[src/rtl/uart_tx.sv]
// UART transmitter: start, 8 data bits LSB first, optional parity, stop.
// Each serial bit lasts 'prescale' clocks; all outputs are registered.
module uart_tx (
    input  logic       clk,
    input  logic       rst,
    input  logic [7:0] P_DATA,
    input  logic       DATA_VALID,
    input  logic       PAR_EN,
    input  logic       PAR_TYP,
    input  logic [5:0] prescale,
    output logic       TX_OUT,
    output logic       busy,
    output logic       tx_done
);

    typedef enum logic [2:0] {
        S_IDLE,
        S_START,
        S_DATA,
        S_PARITY,
        S_STOP
    } state_t;

    state_t     r_state;
    state_t     w_state_n;
    logic [5:0] r_cnt;
    logic [5:0] w_cnt_n;
    logic [5:0] r_pre;
    logic [2:0] r_idx;
    logic [2:0] w_idx_n;
    logic [7:0] r_data;
    logic       r_par_en;
    logic       r_par_typ;
    logic       r_tx;
    logic       r_busy;
    logic       r_done;
    logic       w_accept;
    logic       w_last;
    logic       w_par;
    logic       w_tx_n;
    logic       w_busy_n;
    logic       w_done_n;

    assign w_last   = (r_cnt == r_pre - 6'd1);
    assign w_accept = (r_state == S_IDLE) && DATA_VALID && (prescale >= 6'd2);
    // Odd parity is the inverse of even parity.
    assign w_par    = (^r_data) ^ r_par_typ;

    always_comb begin
        w_state_n = r_state;
        w_cnt_n   = r_cnt;
        w_idx_n   = r_idx;
        case (r_state)
            S_IDLE: begin
                if (w_accept) begin
                    w_state_n = S_START;
                    w_cnt_n   = 6'd0;
                end
            end
            S_START: begin
                if (w_last) begin
                    w_state_n = S_DATA;
                    w_cnt_n   = 6'd0;
                    w_idx_n   = 3'd0;
                end else begin
                    w_cnt_n = r_cnt + 6'd1;
                end
            end
            S_DATA: begin
                if (w_last) begin
                    w_cnt_n = 6'd0;
                    if (r_idx == 3'd7) begin
                        w_state_n = r_par_en ? S_PARITY : S_STOP;
                    end else begin
                        w_idx_n = r_idx + 3'd1;
                    end
                end else begin
                    w_cnt_n = r_cnt + 6'd1;
                end
            end
            S_PARITY: begin
                if (w_last) begin
                    w_state_n = S_STOP;
                    w_cnt_n   = 6'd0;
                end else begin
                    w_cnt_n = r_cnt + 6'd1;
                end
            end
            S_STOP: begin
                if (w_last) begin
                    w_state_n = S_IDLE;
                    w_cnt_n   = 6'd0;
                end else begin
                    w_cnt_n = r_cnt + 6'd1;
                end
            end
            default: begin
                w_state_n = S_IDLE;
                w_cnt_n   = 6'd0;
                w_idx_n   = 3'd0;
            end
        endcase
    end

    // Outputs are decoded from the next state so they can be registered.
    always_comb begin
        w_tx_n = 1'b1;
        case (w_state_n)
            S_START:  w_tx_n = 1'b0;
            S_DATA:   w_tx_n = r_data[w_idx_n];
            S_PARITY: w_tx_n = w_par;
            default:  w_tx_n = 1'b1;
        endcase
        w_busy_n = (w_state_n != S_IDLE);
        w_done_n = (w_state_n == S_STOP) && (w_cnt_n == r_pre - 6'd1);
    end

    always_ff @(posedge clk) begin
        if (rst) begin
            r_state   <= S_IDLE;
            r_cnt     <= 6'd0;
            r_idx     <= 3'd0;
            r_pre     <= 6'd0;
            r_data    <= 8'd0;
            r_par_en  <= 1'b0;
            r_par_typ <= 1'b0;
            r_tx      <= 1'b1;
            r_busy    <= 1'b0;
            r_done    <= 1'b0;
        end else begin
            r_state <= w_state_n;
            r_cnt   <= w_cnt_n;
            r_idx   <= w_idx_n;
            r_tx    <= w_tx_n;
            r_busy  <= w_busy_n;
            r_done  <= w_done_n;
            if (w_accept) begin
                r_data    <= P_DATA;
                r_par_en  <= PAR_EN;
                r_par_typ <= PAR_TYP;
                r_pre     <= prescale;
            end
        end
    end

    assign TX_OUT  = r_tx;
    assign busy    = r_busy;
    assign tx_done = r_done;

endmodule

[config.mk]
export PLATFORM = sky130hd
export DESIGN_NAME = uart_tx
export DESIGN_NICKNAME = d
export VERILOG_FILES = /design/src/rtl/uart_tx.sv
export SDC_FILE = /design/constraint.sdc
export NUM_CORES = 1
export LEC_CHECK = 0
export CORE_MARGIN = 1
export CORE_UTILIZATION = 40
export CTS_CLUSTER_DIAMETER = 120
export DETAILED_ROUTE_END_ITERATION = 8
export GPL_ROUTABILITY_DRIVEN = 0
export PLACE_DENSITY = 0.68
export SETUP_SLACK_MARGIN = 0.2
export SLEW_MARGIN = 20
export SYNTH_ARGS = -nofsm -noshare
export SYNTH_HDL_FRONTEND = slang
export SYNTH_SLANG_ARGS = --single-unit
export TNS_END_PERCENT = 50
[constraint.sdc]
create_clock -name clk -period 6.9 [get_ports clk]
set_clock_uncertainty 0.15 [all_clocks]
set_input_delay 1.035 -clock clk [delete_from_list [all_inputs] [get_ports clk]]
set_output_delay 1.035 -clock clk [all_outputs]
set_load 0.01 [all_outputs]
# [Word level (Yosys, flattened, before mapping)]
# Cells that the tools add are included.
[op_classes] add_sub_neg=3 magnitude_cmp=2 n_eq_ne=11 n_mux=18 bitwise_logic=1 n_reduce_logical=8
[ops] op="$mux 3" count=10
[ops] op="$pmux 3 s5" count=1
[ops] op="$eq 3x2->1 const B" count=4
[ops] op="$eq 6x6->1" count=2
[ops] op="$mux 6" count=2
[ops] op="$pmux 6 s2" count=1
[ops] op="$eq 3x3->1 const B" count=3
[ops] op="$pmux 3 s3" count=1
[ops] op="$reduce_xor 8->1" count=1
[ops] op="$add 6x1->6 const B" count=1
[ops] op="$eq 3x1->1 const B" count=2
[ops] op="$ge 6x2->1 const B" count=1
[ops] op="$sub 6x1->6 const B" count=1
[ops] op="$lt 3x4->1 const B" count=1
[ops] op="$reduce_or 4->1" count=1
[ops] op="$add 3x1->3 const B" count=1
[ops] op="$bmux 1 s3" count=1
[ops] op="$logic_and 1x1->1" count=3
[ops] op="$logic_not 3->1" count=1
[ops] op="$pmux 1 s3" count=1
[ops] op="$reduce_bool 3->1" count=1
[ops] op="$reduce_or 3->1" count=1
[ops] op="$mux 1" count=1
[ops] op="$xor 1x1->1" count=1
[totals] ff_bits=31 input_bits=19 out_inout_bits=3 word_cells=53

# [Depth between registers and ports, before layout]
# Gate-level depths: netlist of run 1.
[logic_depth] depth_word=7 depth_mapped=11 depth_no_buf=10

# [Least setup slack after synthesis of run 1]
# No wires, ideal clock.
[synth_timing] path_type="input-to-reg" start="input port prescale[4]" end="register r_done (netlist: tx_done)" arrival_time_ps=2954 path_slack_ps=3736 path_stages=9 path_buffers=1 path_cell_list="or4_1 -> o211ai_4 -> and2_0 -> buf_2 -> nand2_1 -> nand2_1 -> xnor2_1 -> a221oi_1 -> o2111a_1"
[synth_between] elab_chain_len=6 word_cells_on_any_way=9 cone_classes="1 x order compare; 2 x eq/ne; 4 x mux; 2 x reduce/logical"
[synth_lines] element="start, declared" line="10" text="input logic [5:0] prescale,"
[synth_lines] element="$ge 6x2->1 (*)" line="45" text="assign w_accept = (r_state == S_IDLE) && DATA_VALID && (prescale >= 6'd2);"
[synth_lines] element="$logic_and 1x1->1 (*)" line="45"
[synth_lines] element="$mux 3 / $mux 6 (equally long branches)" line="55" text="if (w_accept) begin"
[synth_lines] element="$pmux 3 s5 / $pmux 6 s2 (equally long branches)" line="53" text="case (r_state)"
[synth_lines] element="$eq 3x3->1 / $eq 6x6->1 (equally long branches)" line="115" text="w_done_n = (w_state_n == S_STOP) && (w_cnt_n == r_pre - 6'd1);"
[synth_lines] element="$logic_and 1x1->1 (*)" line="115"
[synth_lines] element="end signal, assigned" line="136" text="r_done <= w_done_n;"
[synth_lines] element="end, declared" line="36" text="logic r_done;"
# Every way passes the cells marked *; elsewhere a longest branch is shown, timed or not.
# A chain may end at the register's enable or synchronous reset.

# [Worst setup path in the final report of run 1]
[layout_timing] start="register r_pre[0]" end="register r_tx (netlist: TX_OUT)"
[layout_between] elab_chain_len=7 word_cells_on_any_way=16 cone_classes="1 x add/sub; 4 x eq/ne; 11 x mux"
[layout_lines] element="start, declared" line="28" text="logic [5:0] r_pre;"
[layout_lines] element="start signal, assigned" line="141" text="r_pre <= prescale;"
[layout_lines] element="$sub 6x1->6 (*)" line="44" text="assign w_last = (r_cnt == r_pre - 6'd1);"
[layout_lines] element="$eq 6x6->1 (*)" line="44"
[layout_lines] element="$mux 3, on equally long branches" line="70, 61"
[layout_lines] element="$pmux 3 s3" line="53"
[layout_lines] element="$bmux 1 s3" line="110" text="S_DATA: w_tx_n = r_data[w_idx_n];"
[layout_lines] element="$mux 1 (implied by the code)" line="110"
[layout_lines] element="$pmux 1 s3 (*)" line="108" text="case (w_state_n)"
[layout_lines] element="end signal, assigned" line="134" text="r_tx <= w_tx_n;"
[layout_lines] element="end, declared" line="34" text="logic r_tx;"
# Every way passes the cells marked *; elsewhere a longest branch is shown, timed or not. The select of a mux whose other input is x is not followed.

==> run summary, run 1 <==
The share of the clock period used by the worst path after layout was 0.5448; the post-placement worst setup slack was 2.839 ns. The count of nets left with antenna violations once routing finished came out at 0. The tools report the worst-case vdd ir drop as 0.1298 mV.

The logs give 268 for the cell total after placement and 0 for the number of pins exceeding their max-slew limit in the final report. Leaving out fill and tap cells, the most frequent cells in the layout are sky130_fd_sc_hd__dfxtp_1, sky130_fd_sc_hd__nor2_1, sky130_fd_sc_hd__clkdlybuf4s50_1, sky130_fd_sc_hd__xnor2_1, sky130_fd_sc_hd__mux2i_1. For this design, the sink count on the clock tree is 31.

The smallest clock period supported by the final layout is computed as 3.759 ns. The startpoint identified for the worst register-to-register timing path is r_pre[0]. For the final hold violation count, the log shows 0.

For this run, the detailed router's first-pass iteration total came to 4. Input and output buffers added on the ports amount to 21. For the pin with the worst max-slew slack, the measured transition is 1.071 ns.

Global routing finished with a remaining overflow of 0. For this run, the top clock speed supported by timing is 266.0 MHz. The tools report the number of hold buffers added after cts as 0.

In the post-route analysis, the smallest setup slack over all paths is 3.141 ns. The area share of the largest cell type after synthesis was 0.3235. The library cell used most frequently in the layout, excluding fill and tap cells, is sky130_fd_sc_hd__dfxtp_1. The number of synthesized flops with an enable pin was 0. The launching element type of the critical path was a register.

The die width was 71.25 um; the number of levels the H-tree was split into was 2. The tools report the total cell area at the placement stage as 2091 sq um. The tools report the number of antenna violations at the first check in global routing as 0. The cell at the root of the clock tree was sky130_fd_sc_hd__clkbuf_8. The number of global-route vias before repair was 1458. In this run, synthesis produced a sequential element count of 31. TritonCTS built the clock tree. The number of vias per cell after detailed routing was 5.413; the area of the placeable core was 4474 sq um. The type of the worst setup path is reg -> reg. Setup repair after global routing left no endpoint under its margin. For this run, the leading register cell type out of synthesis is sky130_fd_sc_hd__dfxtp_1.

The run gives 0.2856 as the normalized max-slew margin. The floorplan die height is 71.25 um. The number of buffers on the longest clock path was 2. The number of distinct library cells after synthesis came out at 49. STA puts the critical path data required time at 6.90 ns. Max-cap violations in this run came to 0.

TritonCTS created 5 clock buffers. The post-cts resize count is 0, and the total non-filler cell area in the finished layout is 2191 sq um. The path type of the worst min-delay path is reg -> reg.

The power density normalized to cell area is 202.7 nW/um^2. In this run the most critical hold path is launched from r_pre[5]. Summed over all nets, the half-perimeter wirelength after detailed placement is 2717 um. The run gives 0 as the count of antenna diodes in the layout. Excluding fillers, the count of instances in the completed layout stands at 276. The most critical setup path has its startpoint at r_pre[0]. Pin count of the biggest net entering global routing: 23. Sorting the synthesized cells by area gives the leading types as sky130_fd_sc_hd__dfxtp_1, sky130_fd_sc_hd__mux2i_1, sky130_fd_sc_hd__xnor2_1. The floorplan die area came out at 5076 sq um. The part of the Yosys area used for sequential elements was 0.3235; the count of standard-cell rows was 24.

The largest fanout on the critical path works out to 11. Yosys printed 0 warnings. The setup-violating endpoint count in the final report is 0.

STA classifies the critical path endpoint as a register. The share of layout cells above drive strength 1 was 0.08929. The run gives 0.8613 nW as the leakage power. The run gives 1494 as the total via count after detailed routing. The layout net count came out at 245. In this run the mean area of a mapped cell was 9.311 sq um.

The cell area that synthesis handed to floorplanning was 1918 sq um. Dividing the detail-routed wire length by the instance count gives 13.81 um. For the worst-skew pair later-pin latency, the log shows 0.28 ns.

The first-pass GRT wire length is 6665 um, and the register-to-register setup slack is 3.14 ns. The total track usage was 0.1678. The top cell type by total area after synthesis was sky130_fd_sc_hd__dfxtp_1. The tools report the starting density of the core as 0.4287. Data on the critical path arrives at its endpoint at 3.75 ns.

The post-synth net total came out at 228. Clock-pin slew was measured on the worst setup and hold paths at 0.07 ns. In this run, the number of DRC markers left after iteration 0 of detailed routing was 61.

The routed wire length is 3811 um, and the number of placed I/O pins is 22. Signed area change from the synthesized netlist to the final layout: 14.22%. After detailed routing, the number of remaining DRC violations is 0.

Summed over all failing endpoints, the final setup total negative slack is 0 ns. Number of instances in the synthesized netlist: 206. The flow ran to the end, and the final reports show no timing, DRC or antenna violations. The buffers inserted during post-CTS setup optimization is 0, and the async set-reset flop share out of synthesis is 0.
## synth_stat cells, types with 3 or more instances
cell type and count:
sky130_fd_sc_hd__a21oi_1 5, sky130_fd_sc_hd__a32oi_1 4, sky130_fd_sc_hd__and2_1 9, sky130_fd_sc_hd__and3_1 3, sky130_fd_sc_hd__clkbuf_1 3, sky130_fd_sc_hd__dfxtp_1 31, sky130_fd_sc_hd__ha_1 3, sky130_fd_sc_hd__inv_1 6
sky130_fd_sc_hd__mux2i_1 15, sky130_fd_sc_hd__nand2_1 11, sky130_fd_sc_hd__nand3_1 5, sky130_fd_sc_hd__nor2_1 28, sky130_fd_sc_hd__nor3_1 3, sky130_fd_sc_hd__o211ai_1 4, sky130_fd_sc_hd__o21ai_0 11, sky130_fd_sc_hd__xnor2_1 17
sky130_fd_sc_hd__xor2_1 8
## final cells by class
type,count,area (sq um)
flip-flops and latches,31,620.6
multi-input cells,158,1172
inverters,6,22.52
well taps,52,65.06
fillers,423,2283
clock buffers,8,100.1
repair buffers,21,210.2
## path summary, 6_finish.rpt
kind | end | cells after the start
max | TX_OUT | 10
min | r_pre[5] | 2
max reg2reg | TX_OUT | 10
min reg2reg | r_pre[5] | 2
## metal layers
metal | up-vias | global-route usage | wire [um]
li1 | 761 | - | -
met1 | 690 | 0.2107 | 1805
met2 | 38 | 0.2804 | 1785
met3 | 5 | 0.03797 | 168
met4 | 0 | 0.06444 | 52
met5 | - | 0 | 0
## power breakdown
part / total, W / internal [W] / switching (W)
logic: 0.0000873 / 0.0000460 / 0.0000413
clock network: 0.000158 / 0.0000910 / 0.0000669
registers: 0.000199 / 0.000188 / 0.0000112
total: 0.000444 / 0.000325 / 0.000119
## critical path, stage by stage, from the launching register on
cell	delay [ns]
sky130_fd_sc_hd__dfxtp_1	0.47
sky130_fd_sc_hd__inv_1	0.08
sky130_fd_sc_hd__ha_1	0.35
sky130_fd_sc_hd__xnor2_1	0.15
sky130_fd_sc_hd__a311oi_2	0.24
sky130_fd_sc_hd__o2111ai_1	0.54
sky130_fd_sc_hd__o31a_2	0.54
sky130_fd_sc_hd__o211ai_2	0.26
sky130_fd_sc_hd__mux4_1	0.59
sky130_fd_sc_hd__mux2i_1	0.14
sky130_fd_sc_hd__o2111ai_1	0.11
## registers in the layout, summed over array words and instances, names as in the netlist
name / count
r_state: 3
r_cnt: 6
r_par_en: 1
TX_OUT: 1
busy: 1
r_data: 8
tx_done: 1
r_idx: 3
r_par_typ: 1
r_pre: 6
## kinds of logic after synthesis
logic type	count (synthesis)	share of synthesized area
simple gates	73	0.2009
compound gates	40	0.1709
xor+xnor	25	0.1142
flops	31	0.3236
mux	17	0.1057
fa+ha+maj	3	0.01957
buf+inv	17	0.06523
## metrics by stage
step	power [W]	hold WS (ns)	util
6_report	0.0004442	0.3665	0.4897
5_1_grt	0.0004664	0.4168	0.4897
3_3_place_gp	0.0002890	0.3499	0.4673
4_1_cts	0.0004465	0.3676	0.4897
3_5_place_dp	0.0002904	0.3589	0.4673
2_1_floorplan	0.0002724	0.3220	-
Note: power is estimated with default switching activity, not from simulation.
==> run 2: changes to the inputs <==
PLACE_DENSITY = 0.7   (was 0.68)
clock period = 3.1 ns   (was 6.9 ns; I/O delays follow)
==> run summary, run 2 (same netlist as run 1, synthesis figures left out) <==
The slew at the pin closest to its max-slew limit is 0.3811 ns (was 1.071 ns), and the post-DP HPWL is 3022 um (was 2717 um). The port buffer count works out to 21 (unchanged). The run gives 1214 sq um (was 1172 sq um) as the multi-input logic area.

The register bank with the most flops was r_data (unchanged). Type of the worst setup path: reg -> reg (unchanged). For the final antenna-violating net count, the log shows 0 (unchanged).

The count of TritonRoute iterations in the first routing pass was 4 (unchanged); the layout net count was 256 (was 245). The cell-internal power is 0.0007959 W (was 0.0003248 W). The signed area change from the synthesized netlist to the final layout is 21.92% (was 14.22%). The cell at the root of the clock tree is sky130_fd_sc_hd__clkbuf_8 (unchanged).

Path type of the worst min-delay path: reg -> reg (unchanged). The run finished with clean final reports. The logs give 1578 (was 1494) for the total via count after detailed routing and 0.3652 mV (was 0.1298 mV) for the worst-case vdd ir drop. For the starting density of the core, the log shows 0.4287 (unchanged). The total track usage came out at 0.1822 (was 0.1678).

Setup repair after global routing could not meet its margin everywhere. Share of layout cells above drive strength 1: 0.1915 (was 0.08929). The run gives 0.23 ns (was 3.14 ns) as the register-to-register setup slack. The capturing point of the worst reg2reg path is TX_OUT (unchanged).

Net switching power: 0.0002850 W (was 0.0001194 W). The share of the clock period used by the worst path after layout is 0.9257 (was 0.5448), and the number of hold buffers added after cts is 0 (unchanged). The critical path data required time came out at 3.10 ns (was 6.90 ns).

The number of cells in the finished layout apart from fillers was 287 (was 276). The die width was 71.25 um (unchanged). The number of global-route vias before repair is 1564 (was 1458), and the final hold violation count is 0 (unchanged).

The logs give 0 ns (unchanged) for the setup TNS after final layout and 0.5227 (was 0.4897) for the fraction of the core area covered by cells at the end of the flow. Critical path capture point type: a register (unchanged). The arrival time at the worst endpoint came out at 2.86 ns (was 3.75 ns). For the number of levels the H-tree was split into, the log shows 2 (unchanged). The CTS clock-pin slew for the worst setup and hold paths came out at 0.07 ns (about the same).

The routed wire length is 4131 um (was 3811 um), and the floorplan die height is 71.25 um (unchanged). The post-layout minimum cycle time was 2.870 ns (was 3.759 ns); the number of vias per cell after detailed routing was 5.498 (was 5.413). Count of standard-cell rows: 24 (unchanged). The end point of the most critical hold path was r_pre[5] (unchanged). The number of pins exceeding their max-slew limit in the final report came out at 0 (unchanged). The beginning of the worst register-to-register path is r_pre[1] (was r_pre[0]). Largest registers: r_data: 8 flops, r_cnt: 6 flops, r_pre: 6 flops (unchanged).

The switching power share of the total is 0.2637 (was 0.2688). The number of buffers on the longest clock path came out at 2 (unchanged). The count of antenna diodes in the layout came out at 0 (unchanged).

The run gives 405 (was 423) as the number of fill cells. TritonCTS built the clock tree. Commonest cells after routing, fill and taps aside: sky130_fd_sc_hd__dfxtp_1, sky130_fd_sc_hd__nor2_1, sky130_fd_sc_hd__clkdlybuf4s50_1, sky130_fd_sc_hd__xnor2_1, sky130_fd_sc_hd__mux2i_1 (unchanged). The routed length per instance is 14.39 um (was 13.81 um).

Area of the placeable core: 4474 sq um (unchanged). The cell total after placement was 278 (was 268); the cell count of the worst hold path was 2 (unchanged). The worst-skew pair later-pin latency was 0.29 ns (was 0.28 ns). The number of remaining DRC errors was 0 (unchanged); the share of power burned in the clock network was 0.387 (was 0.355). The largest fanout on the critical path works out to 10 (was 11). For the detailed router's first-iteration violation count, the log shows 81 (was 61). The flip-flop count of the largest register after layout is 8 (unchanged), and the leakage power is 0.9201 nW (was 0.8613 nW). The power density normalized to cell area works out to 462.2 nW/um^2 (was 202.7 nW/um^2). The logs give 5076 sq um (unchanged) for the floorplan die area and 0.205 (was 0.197) for the combinational group share of total power. The logs give 5 (unchanged) for the total CTS buffers and 0 (unchanged) for the max-capacitance violation count. The logs give 0 (unchanged) for the number of antenna violations at the first check in global routing and 0.408 (was 0.448) for the register share of total power. The tools report the launching element type of the critical path as a register (unchanged). Achievable clock frequency: 348.5 MHz (was 266.0 MHz). Setup-violating endpoint count in the final report: 0 (unchanged). The tools report the normalized max-slew margin as 0.7456 (was 0.2856). The number of placed I/O pins came out at 22 (unchanged).

The worst-case reg-to-reg path depth was 11 (was 10); the first-pass GRT wire length was 7176 um (was 6665 um). The clock sink total came out at 31 (unchanged). For the sequential cell area, the log shows 626.9 sq um (was 620.6 sq um).

The startpoint of the lowest-slack hold path was r_pre[5] (unchanged). For the overall overflow remaining after global route, the log shows 0 (unchanged). Pin count of the biggest net entering global routing: 18 (was 23).
==> run 2: cell count changes in the layout (fill, tap and decap cells not counted), moves of 2 or more <==
| cell | delta |
|---|---|
| sky130_fd_sc_hd__buf_4 | +11 |
| sky130_fd_sc_hd__dfxtp_1 | -3 |
| sky130_fd_sc_hd__dfxtp_2 | +2 |
| sky130_fd_sc_hd__mux4_1 | -2 |
| sky130_fd_sc_hd__mux4_2 | +2 |
==> run 2: metrics by stage <==
step | area, sq um | power (W) | hold WS, ns | setup WS (ns)
finish | 2338 | 0.001081 | 0.3473 | 0.2302
global route | 2338 | 0.001126 | 0.3880 | 0.1178
CTS | 2330 | 0.001084 | 0.3512 | 0.2067
detailed placement | 2176 | 0.0006619 | 0.3428 | 0.06465
global placement | 2176 | 0.0006585 | 0.3373 | 0.07195
floorplan | 1928 | 0.0006095 | 0.3220 | 0.2028
==> run 2: layout make-up <==
cell class,instances,share of cell area
repair buffers,32,0.1252
well taps,52,0.02782
inverters,6,0.009631
flip-flops and latches,31,0.2681
clock buffers,6,0.03531
clock inverters,2,0.01498
multi-input cells,158,0.5190
==> run 2: power by group through the flow <==
| stage | Sequential [W] | Clock [W] | Combinational, W |
|---|---|---|---|
| 3_3_place_gp | 0.000450 | 0 | 0.000208 |
| 6_report | 0.000441 | 0.000418 | 0.000222 |
| 3_5_place_dp | 0.000451 | 0 | 0.000211 |
| 4_1_cts | 0.000441 | 0.000423 | 0.000220 |
| 2_1_floorplan | 0.000444 | 0 | 0.000166 |
| 5_1_grt | 0.000444 | 0.000439 | 0.000242 |
==> run 2: metal layers <==
layer	track usage	share of wire	wire length, um
met5	0	0	0
met4	0.09556	0.023	96
met3	0.05063	0.047	195
met2	0.2899	0.46	1916
met1	0.2253	0.47	1923
==> run 2: timing repair <==
item / in CTS / in global routing
cloned: 0 / 0
setup endpoints to repair: 2 / 2
setup buffers: 1 / 0
resized for setup: 7 / 2
pin swaps: 3 / 1
==> run 2: worst max path at each step <==
| stage | end | slack (ns) | from |
|---|---|---|---|
| after floorplan | TX_OUT | 0.20 | r_pre[0] |
| after global placement | TX_OUT | 0.07 | r_pre[0] |
| after detailed placement | TX_OUT | 0.06 | r_pre[0] |
| after CTS | TX_OUT | 0.21 | r_pre[1] |
| after global routing | TX_OUT | 0.12 | r_pre[1] |
| final | TX_OUT | 0.23 | r_pre[1] |
==> run 2: critical path, stage by stage (launching register included) <==
cell	delay [ns]
sky130_fd_sc_hd__dfxtp_2	0.37
sky130_fd_sc_hd__inv_1	0.07
sky130_fd_sc_hd__ha_4	0.17
sky130_fd_sc_hd__xnor2_2	0.18
sky130_fd_sc_hd__xor2_1	0.25
sky130_fd_sc_hd__o2111ai_2	0.17
sky130_fd_sc_hd__buf_4	0.21
sky130_fd_sc_hd__o311ai_4	0.31
sky130_fd_sc_hd__o211ai_4	0.14
sky130_fd_sc_hd__mux4_2	0.43
sky130_fd_sc_hd__mux2i_1	0.17
sky130_fd_sc_hd__o2111ai_1	0.12
==> run 3: changes to the inputs <==
CELL_PAD_IN_SITES_DETAIL_PLACEMENT = 1   (was unset)
CELL_PAD_IN_SITES_GLOBAL_PLACEMENT = 2   (was unset)
CORE_UTILIZATION = 31   (was 40)
PLACE_DENSITY = 0.82   (was 0.7)
==> run summary, run 3 (same netlist as run 1, synthesis figures left out) <==
The flow ran to the end, and the final reports show no timing, DRC or antenna violations. The tools report the critical path capture point type as a register (unchanged). CTS clock-pin slew for the worst setup and hold paths: 0.07 ns (about the same).

The number of levels the H-tree was split into is 2 (unchanged). The launching element type of the critical path was a register (unchanged). For the floorplan die area, the log shows 6506 sq um (was 5076 sq um).

Signed area change from the synthesized netlist to the final layout: 24.66% (was 21.92%). The final antenna-violating net count is 0 (unchanged). The power density normalized to cell area is 453.8 nW/um^2 (was 462.2 nW/um^2), and the final hold violation count is 0 (unchanged). The routed wire length came out at 4510 um (was 4131 um). Pin count of the biggest net entering global routing: 18 (unchanged). Share of the clock period used by the worst path after layout: 0.9143 (was 0.9257). The number of antenna violations at the first check in global routing is 0 (unchanged). Number of remaining DRC errors: 0 (unchanged). The critical path buffer and inverter count was 0 (was 2); the total via count after detailed routing was 1603 (was 1578). The run gives 5956 sq um (was 4474 sq um) as the area of the placeable core. The run gives 22 (unchanged) as the number of placed I/O pins.

The number of buffers on the longest clock path came out at 2 (unchanged). Slowest library cell on the worst path: sky130_fd_sc_hd__mux4_2 (unchanged). The setup-violating endpoint count in the final report is 0 (unchanged). The final worst hold slack was 0.3562 ns (was 0.3473 ns). The run gives 86 (was 81) as the detailed router's first-iteration violation count.

The largest fanout on the critical path works out to 5 (was 10). The number of hold buffers added after cts is 0 (unchanged). The logs give 260 (was 256) for the layout net count and 352.8 MHz (was 348.5 MHz) for the achievable clock frequency. The count of antenna diodes in the layout is 0 (unchanged), and the number of vias per cell after detailed routing is 5.105 (was 5.498). The register bank with the most flops was r_data (unchanged). The leakage power was 0.9386 nW (was 0.9201 nW); the clock sink total was 31 (unchanged). The start point of the critical path is r_idx[0] (was r_pre[1]). The worst-skew pair later-pin latency came out at 0.28 ns (was 0.29 ns). The path type of the worst min-delay path is reg -> reg (unchanged). The flip-flop count of the largest register after layout is 8 (unchanged).

Share of layout cells above drive strength 1: 0.1925 (was 0.1915). The tools report the cell at the root of the clock tree as sky130_fd_sc_hd__clkbuf_8 (unchanged). The tools report the setup TNS after final layout as 0 ns (unchanged). Total CTS buffers: 5 (unchanged). The slew at the pin closest to its max-slew limit came out at 0.4571 ns (was 0.3811 ns).

Type of the worst setup path: reg -> reg (unchanged). The beginning of the worst register-to-register path is r_idx[0] (was r_pre[1]). Delay of the slowest critical-path stage: 0.52 ns (was 0.43 ns). The post-layout minimum cycle time was 2.834 ns (was 2.870 ns); the normalized max-slew margin was 0.6943 (was 0.7456).

List of cells traversed by the critical path: ha_1 > and2_1 > or3_2 > o31a_2 > o211ai_4 > mux4_2 > mux2i_1 > o2111ai_1 (was inv_1 > ha_4 > xnor2_2 > xor2_1 > o2111ai_2 > buf_4 > o311ai_4 > o211ai_4 > mux4_2 > mux2i_1 > o2111ai_1). Setup repair after global routing could not meet its margin everywhere. The tools report the startpoint of the lowest-slack hold path as r_pre[5] (unchanged). The worst-case vdd ir drop is 0.2255 mV (was 0.3652 mV). The floorplan die height works out to 80.66 um (was 71.25 um). The total track usage came out at 0.1598 (was 0.1822). The number of pins exceeding their max-slew limit in the final report was 0 (unchanged). Family of cells with the greatest summed delay on the critical path: compound AO/OA/AOI/OAI gates (unchanged). The fraction of the core area covered by cells at the end of the flow was 0.4015 (was 0.5227). The critical path data required time came out at 3.10 ns (about the same). The run gives 0 (unchanged) as the max-capacitance violation count. The number of global-route vias before repair is 1680 (was 1564), and the overall overflow remaining after global route is 0 (unchanged).

The post-DP HPWL was 3468 um (was 3022 um). The first-pass GRT wire length is 7962 um (was 7176 um). TritonCTS built the clock tree. The port buffer count is 21 (unchanged), and the routed length per instance is 14.36 um (was 14.39 um).

Largest registers: r_data: 8 flops, r_cnt: 6 flops, r_pre: 6 flops (unchanged). The starting density of the core was 0.3221 (was 0.4287); the number of cells in the finished layout apart from fillers was 314 (was 287). Commonest cells after routing, fill and taps aside: sky130_fd_sc_hd__dfxtp_1, sky130_fd_sc_hd__nor2_1, sky130_fd_sc_hd__clkdlybuf4s50_1, sky130_fd_sc_hd__xnor2_1, sky130_fd_sc_hd__mux2i_1 (unchanged). The count of TritonRoute iterations in the first routing pass was 4 (unchanged). For the count of standard-cell rows, the log shows 28 (was 24). The die width is 80.66 um (was 71.25 um), and the arrival time at the worst endpoint is 2.84 ns (was 2.86 ns).

For the cell total after placement, the log shows 305 (was 278).
==> run 3: tightest hold or removal path: cells and delay by family, from the launching register on <==
kind            cells  cell delay, ns
flops               1            0.34
simple gates        1            0.07
compound gates      1            0.06
==> run 3: where the power goes <==
group / internal, W / switching [W]
Clock: 0.000260 / 0.000158
Combinational: 0.000122 / 0.000105
Sequential: 0.000418 / 0.0000233
==> run 3: routing by layer <==
layer | GRT usage | vias up | part of all wire
met1 | 0.2056 | 772 | 0.48
met2 | 0.2653 | 28 | 0.47
met3 | 0.03068 | 8 | 0.026
li1 | - | 795 | -
met4 | 0.05179 | 0 | 0.017
met5 | 0 | - | 0
==> run 3: path summary, 6_finish.rpt <==
check | cells after the start | end | slack (ns)
worst max register to register | 8 | TX_OUT | 0.27
worst min-delay path | 2 | r_pre[5] | 0.36
worst min register to register | 2 | r_pre[5] | 0.36
worst max-delay path | 8 | TX_OUT | 0.27
==> run 3: timing repair <==
action                                  CTS  global route
pin swaps                                 3             1
setup buffers                             1             0
endpoints found under the setup margin    2             2
gates resized for setup                   4             4
==> run 3: metrics by stage <==
step / setup WS, ns / area [sq um] / power [W]
6_report: 0.2656 / 2391 / 0.001085
5_1_grt: 0.1112 / 2391 / 0.001135
4_1_cts: 0.2198 / 2380 / 0.001093
3_5_place_dp: 0.03351 / 2235 / 0.0006720
3_3_place_gp: 0.05390 / 2235 / 0.0006673
2_1_floorplan: 0.2028 / 1928 / 0.0006095
==> run 3: area by class of cell <==
type	count	area, sq um
clock inverter	2	35.03
inverter	6	22.52
timing repair buffer	36	326.6
fill	717	3565
multi-input combinational	158	1204
tap	75	93.84
sequential	31	626.9
clock buffer	6	82.58
